`src/rtl/lc3_mem_ctrl.sv`:
```
// lc3_mem_ctrl: LC-3 MAR/MDR memory controller with memory handshake and keyboard/display MMIO
module lc3_mem_ctrl (
  input  logic        clk,
  input  logic        reset,
  input  logic [15:0] busIn,
  input  logic        ldMAR,
  input  logic        ldMDR,
  input  logic        selMDR,
  input  logic        memWE,
  input  logic        memEN,
  input  logic        enaMDR,
  output logic [15:0] MAR,
  output logic [15:0] MDR,
  output logic [15:0] busOut,
  output logic        R,
  output logic        memReq,
  output logic        memWr,
  output logic [15:0] memAddr,
  output logic [15:0] memWData,
  input  logic [15:0] memRData,
  input  logic        memAck,
  input  logic        kbValid,
  input  logic [7:0]  kbData,
  input  logic        dispReady,
  output logic        ddrValid,
  output logic [7:0]  ddrData
);
  typedef enum logic [1:0] {IDLE, MEMWAIT, DONE} state_t;
  state_t state, state_next;
  logic [15:0] rd_buf, mmio_rd;
  logic [7:0] kb_reg;
  logic kb_ready, wr_q, ddr_v, mmio, mmio_go, req;
  assign mmio = MAR[15:9] == 7'h7f;
  assign mmio_go = state == IDLE && memEN && mmio;
  assign mmio_rd = MAR == 16'hfe00 ? {kb_ready, 15'b0}
                 : MAR == 16'hfe02 ? {8'b0, kb_reg}
                 : MAR == 16'hfe04 ? {dispReady, 15'b0} : 16'h0;
  assign req = state == MEMWAIT && !reset;
  assign memReq = req;
  assign memWr = req && wr_q;
  assign memAddr = req ? MAR : 16'h0;
  assign memWData = req ? MDR : 16'h0;
  assign R = state == DONE && !reset;
  assign ddrValid = ddr_v && !reset;
  assign busOut = enaMDR ? MDR : 16'h0;
  always_ff @(posedge clk)
    state <= reset ? IDLE : state_next;
  always_comb
    state_next = state == IDLE ? (memEN ? (mmio ? DONE : MEMWAIT) : IDLE)
               : state == MEMWAIT ? (memAck ? DONE : MEMWAIT)
               : (memEN ? DONE : IDLE);
  always_ff @(posedge clk)
    if (reset) begin
      MAR <= '0;
      MDR <= '0;
      rd_buf <= '0;
      kb_reg <= '0;
      kb_ready <= 1'b0;
      wr_q <= 1'b0;
      ddr_v <= 1'b0;
      ddrData <= '0;
    end else begin
      if (ldMAR && state == IDLE) MAR <= busIn;
      if (ldMDR) MDR <= selMDR ? rd_buf : busIn;
      if (kbValid) kb_reg <= kbData;
      if (kbValid) kb_ready <= 1'b1;
      else if (mmio_go && !memWE && MAR == 16'hfe02) kb_ready <= 1'b0;
      if (state == IDLE && memEN && !mmio) wr_q <= memWE;
      if (state == MEMWAIT && memAck && !wr_q) rd_buf <= memRData;
      else if (mmio_go && !memWE) rd_buf <= mmio_rd;
      ddr_v <= mmio_go && memWE && MAR == 16'hfe06;
      if (mmio_go && memWE && MAR == 16'hfe06) ddrData <= MDR[7:0];
    end
endmodule

```
`config.mk`:
```
export PLATFORM = sky130hd
export DESIGN_NAME = lc3_mem_ctrl
export DESIGN_NICKNAME = d
export VERILOG_FILES = /design/src/rtl/lc3_mem_ctrl.sv
export SDC_FILE = /design/constraint.sdc
export NUM_CORES = 1
export LEC_CHECK = 0
export BUFFER_PORTS_ARGS = -buffer_cell sky130_fd_sc_hd__buf_2
export CAP_MARGIN = 0
export CORE_ASPECT_RATIO = 1.5
export CORE_UTILIZATION = 50
export CTS_CLUSTER_DIAMETER = 150
export CTS_CLUSTER_SIZE = 14
export DETAILED_ROUTE_END_ITERATION = 16
export PLACE_DENSITY = 0.95
export SETUP_SLACK_MARGIN = 0.1
export SYNTH_ARGS = -nofsm -noshare
export SYNTH_HDL_FRONTEND = slang
export SYNTH_SLANG_ARGS = --single-unit
```
`constraint.sdc`:
```
create_clock -name clk -period 3.36 [get_ports clk]
set_input_delay 0.336 -clock clk [delete_from_list [all_inputs] [get_ports clk]]
set_output_delay 0.336 -clock clk [all_outputs]
set_load 0.02 [all_outputs]
```
**Word level (Yosys, flattened, before mapping)**

Index checks and enable logic that the tools add are counted.

- Register bits: 69
- Word-level logic and storage cells: 54
- Output and inout bits: 92
- Input bits: 51

- Equality and inequality tests: 7
- Muxes and demuxes: 17
- Reduce and logical (&&, ||, !) cells: 21

Operator list:

| cell | number |
|---|---|
| $mux W16 | 9 |
| $eq A16 B16 Y1 const B | 4 |
| $logic_and A1 B1 Y1 | 14 |
| $mux W2 | 6 |
| $eq A7 B7 Y1 const B | 1 |
| $logic_not A1 Y1 | 4 |
| $reduce_bool A2 Y1 | 2 |
| $eq A2 B1 Y1 const B | 1 |
| $eq A2 B2 Y1 const B | 1 |
| $logic_not A2 Y1 | 1 |
| $mux W1 | 2 |

**Longest topological paths before layout**

- Word-level depth: 7
- Gate-level depth with buffers: 7
- Depth with buffers taken out: 4

**Worst setup path after synthesis**

OpenSTA, ideal clock, no wires.

- Kind: input-to-output
- Start: input port reset
- End: output port memWData[10]
- Path slack: 1.367 ns
- Arrival: 1.657 ns
- Stages on the path: 4
- Cells stage by stage: clkbuf_1 nor3b_1 clkbuf_1 and2_1

- Word-level cells in the longest chain between the ends: 3

Ends and longest elaborated chain:

| element | line | source |
|---|---|---|
| start: declaration | 4 | `input logic reset,` |
| $logic_not A1 Y1 | 38 | `assign req = state == MEMWAIT && !reset;` |
| $logic_and A1 B1 Y1 | 38 |  |
| net memReq | 16 | `output logic memReq,` |
| $mux W16 | 42 | `assign memWData = req ? MDR : 16'h0;` |
| end: declaration | 19 | `output logic [15:0] memWData,` |

The timed path passes the listed nets, and every way through them passes these cells.

**Final worst setup path**

- Start: register MAR[0]
- End: register rd_buf[0]

- Word-level cells in the longest chain between the ends: 5
- Elaborated cells on any way between the ends: 6
- Those cells by class: eq/ne (2); mux (4)

Ends and longest elaborated chain:

| element | line | source |
|---|---|---|
| start: declaration | 12 | `output logic [15:0] MAR,` |
| start signal: assignment | 63 | `if (ldMAR && state == IDLE) MAR <= busIn;` |
| $eq A16 B16 Y1 | 36 | `: MAR == 16'hfe02 ? {8'b0, kb_reg}` |
| $mux W16 | 36 |  |
| $mux W16 (*) | 35 | `assign mmio_rd = MAR == 16'hfe00 ? {kb_ready, 15'b0}` |
| $mux W16 (*) | 70 | `else if (mmio_go && !memWE) rd_buf <= mmio_rd;` |
| $mux W16 (*) | 69 | `if (state == MEMWAIT && memAck && !wr_q) rd_buf <= memRData;` |
| end signal: assignment | 69 |  |
| end signal: assignment | 70 |  |
| end: declaration | 30 | `logic [15:0] rd_buf, mmio_rd;` |

Every way passes the cells marked *; elsewhere a longest branch is shown, timed or not. The select of a mux whose other input is x is not followed.
A chain may end at the register's enable or synchronous reset.

==> impl_metrics.toml <==
[synth]
synth_compound_area_frac = 0.143
ys_types = 35
synth_seq_area_share = 0.439
ys_async_sr_fraction = 0
muxShareOfSynthArea = 0.109
synth_adder_area_share = 0
yosys.area_share.simple = 0.271
synthXorXnorAreaFrac = 0
syn_nets = 414
syn_area_um2 = 3150
yosysWarnings = 0
syn_inst = 363
ys.flop_type = "dfxtp_1"
synth_top_family_by_area = "simple AND/OR/NAND/NOR gates"
synth_edf_count = 0
ys_ff_latch = 69
synth.avg_cell_area_um2 = 8.67

[placement]
numPortBuffers = 142
pre_cts_ws_ns = 1.18
gp_congestion = 0.942
hpwl_um = 6740

[sta]
slew_violations = 0
fin_tns_setup_ns = 0
worst_slew_pin_slew_ns = 0.911
rsz0062_at_grt = "false"
fin_crit_ns = 2.32
final_hold_viol_count = 0
setup_slack_ns = 1.04
max_slew_margin = 0.392
finalSetupViolCount = 0
skew_ns = 0.00790
fmaxAchievable_mhz = 431
finalCritPeriodShare = 0.690

[clock_tree]
post_cts_buffers = 0
ctsResizeCount = 0
cts_tree = "yes"
cts_root_buf = "clkbuf_8"
cts_inserted_buffers = 9
clkLatencyLatePin_ns = 0.34
cts.path.max_buffers = 2
cts.clk_slew.worst_paths_ns = 0.07
cts_sinks = 69
htreeDepth = 3
ctsHoldBuffers = 0

[worst_setup_path]
critPathKind = "reg2reg"
r2r_start = "MAR[0]"
reg2reg_depth = 4
reg2reg_slack_ns = 1.04
crit_path_start_kind = "flop"
r2r-end = "rd_buf[0]"
cp.required_ns = 3.64
endpoint_kind = "flop"
startpoint = "MAR[0]"
critPathMaxFanout = 11
arrival_ns = 2.60

[layout]
final_common_cell = "buf_2"
area_growth_pct = 30.4
top_regs = "MAR: 16 flops, MDR: 16 flops, rd_buf: 16 flops"
n_antenna_cell = 0
drive_above_1_share = 0.338
layout.nets = 543
num-fill-cells = 500
final_cell_mix = "buf_2 (142), dfxtp_1 (69), and2_1 (50)"

[detailed_routing]
first_iter_violations = 232
num_vias = 3158
drt-pass1-iter-count = 4
avgRoutedWirePerCell_um = 16.2
ant_nets = 0
detail_route.vias_per_cell = 5.53
wirelength_um = 9250
drcViolationCount = 0

[power]
power_density_nw_per_um2 = 480
p_leak_uw = 0.00202
peakVddDrop_uv = 304
clockPowerShare = 0.388
p_int_uw = 1430
switching_share = 0.274
seq_power_share = 0.459
power_frac_comb = 0.154
switchingPower_uw = 540

[global_route]
grt.met3_usage = 0.0562
grt-busiest-layer = "met2"
grt_pass1_vias = 2996
overflow = 0
grtUsageMet2 = 0.489
antenna_found_initial = 0
grt_first_pass_wirelength_um = 14300
grt_max_degree = 73
grt.total_usage = 0.290
grt_util_met1 = 0.328

[die]
rows = 35
start_util = 0.513
ioPinCount = 143
core_um2 = 6130
die_height_um = 99.2
die_x_um = 66.8
die_area_um2 = 6620

[status]
outcome = "completed"

[hold_path]
holdPathEnd = "kb_reg[6]"
holdCritStartpoint = "kbData[6]"
min_path_type = "in2reg"
hold-path-cell-count = 3

[run]
cap_violations = 0
==> synth_stat cells, types with 3 or more instances <==
cell type | number | area share
nor3_1 | 14 | 0.022
o21ai_0 | 11 | 0.017
nor2_1 | 34 | 0.041
mux2i_1 | 33 | 0.10
buf_2 | 3 | 0.0048
nand4_1 | 11 | 0.022
clkbuf_1 | 17 | 0.020
a22oi_1 | 7 | 0.017
a211oi_1 | 17 | 0.041
a21o_1 | 8 | 0.019
nand2_1 | 33 | 0.039
buf_1 | 6 | 0.0072
inv_1 | 3 | 0.0036
and2_1 | 50 | 0.099
nor3b_1 | 3 | 0.0072
dfxtp_1 | 69 | 0.44
a21oi_1 | 26 | 0.041
==> stage by stage <==
| step | hold WS [ns] | utilization | std cells | total power (uW) | area, um2 |
|---|---|---|---|---|---|
| 6_report | 0.234 | 0.670 | 571 | 1970 | 4110 |
| 5_1_grt | 0.241 | 0.670 | 571 | 2040 | 4110 |
| 4_1_cts | 0.231 | 0.670 | 571 | 1970 | 4110 |
| 3_5_place_dp | 0.449 | 0.633 | 555 | 1220 | 3880 |
| 3_3_place_gp | 0.437 | 0.633 | 555 | 1210 | 3880 |
| 2_1_floorplan | 0.426 | - | 363 | 1100 | 3150 |
==> area by class of cell <==
class / count / area [um2] / share of cell area
Multi-Input combinational cell: 264 / 1660 / 0.405
Timing Repair Buffer: 145 / 733 / 0.179
Sequential cell: 69 / 1380 / 0.336
Inverter: 3 / 11.3 / 0.00274
Clock buffer: 12 / 155 / 0.0378
Clock inverter: 4 / 70.1 / 0.0171
Tap cell: 74 / 92.6 / 0.0225
==> kinds of logic (layout without fill, tap and decap cells) <==
| group | Yosys count | in the layout |
|---|---|---|
| mux | 34 | 34 |
| compound gates | 72 | 72 |
| flops | 69 | 69 |
| buf+inv | 30 | 164 |
| simple gates | 158 | 158 |
==> power groups by stage <==
stage                     registers (uW)  clock network [uW]  logic, uW
after CTS                            904                 765        302
after floorplan                      939                   0        166
after detailed placement             922                   0        300
after global routing                 910                 800        328
after global placement               919                   0        293
final                                905                 765        303
==> layer usage <==
layer,part of all wire,vias up
met3,0.065,29
met1,0.39,1448
met5,0,-
met2,0.50,156
met4,0.037,0
li1,-,1525
==> critical path: stages, from the launching register on <==
cell	delay, ns
dfxtp_1	0.34
nor4_1	0.59
nand4bb_1	0.53
nor4_4	0.60
a21o_1	0.20
==> how the worst max path moves through the flow <==
stage / end / slack, ns
after floorplan: memWData[10] / 1.37
after global placement: rd_buf[1] / 1.28
after detailed placement: rd_buf[3] / 1.18
after CTS: rd_buf[0] / 1.13
after global routing: rd_buf[6] / 0.94
final: rd_buf[0] / 1.04
No activity file was read; power rests on OpenSTA's default activity.
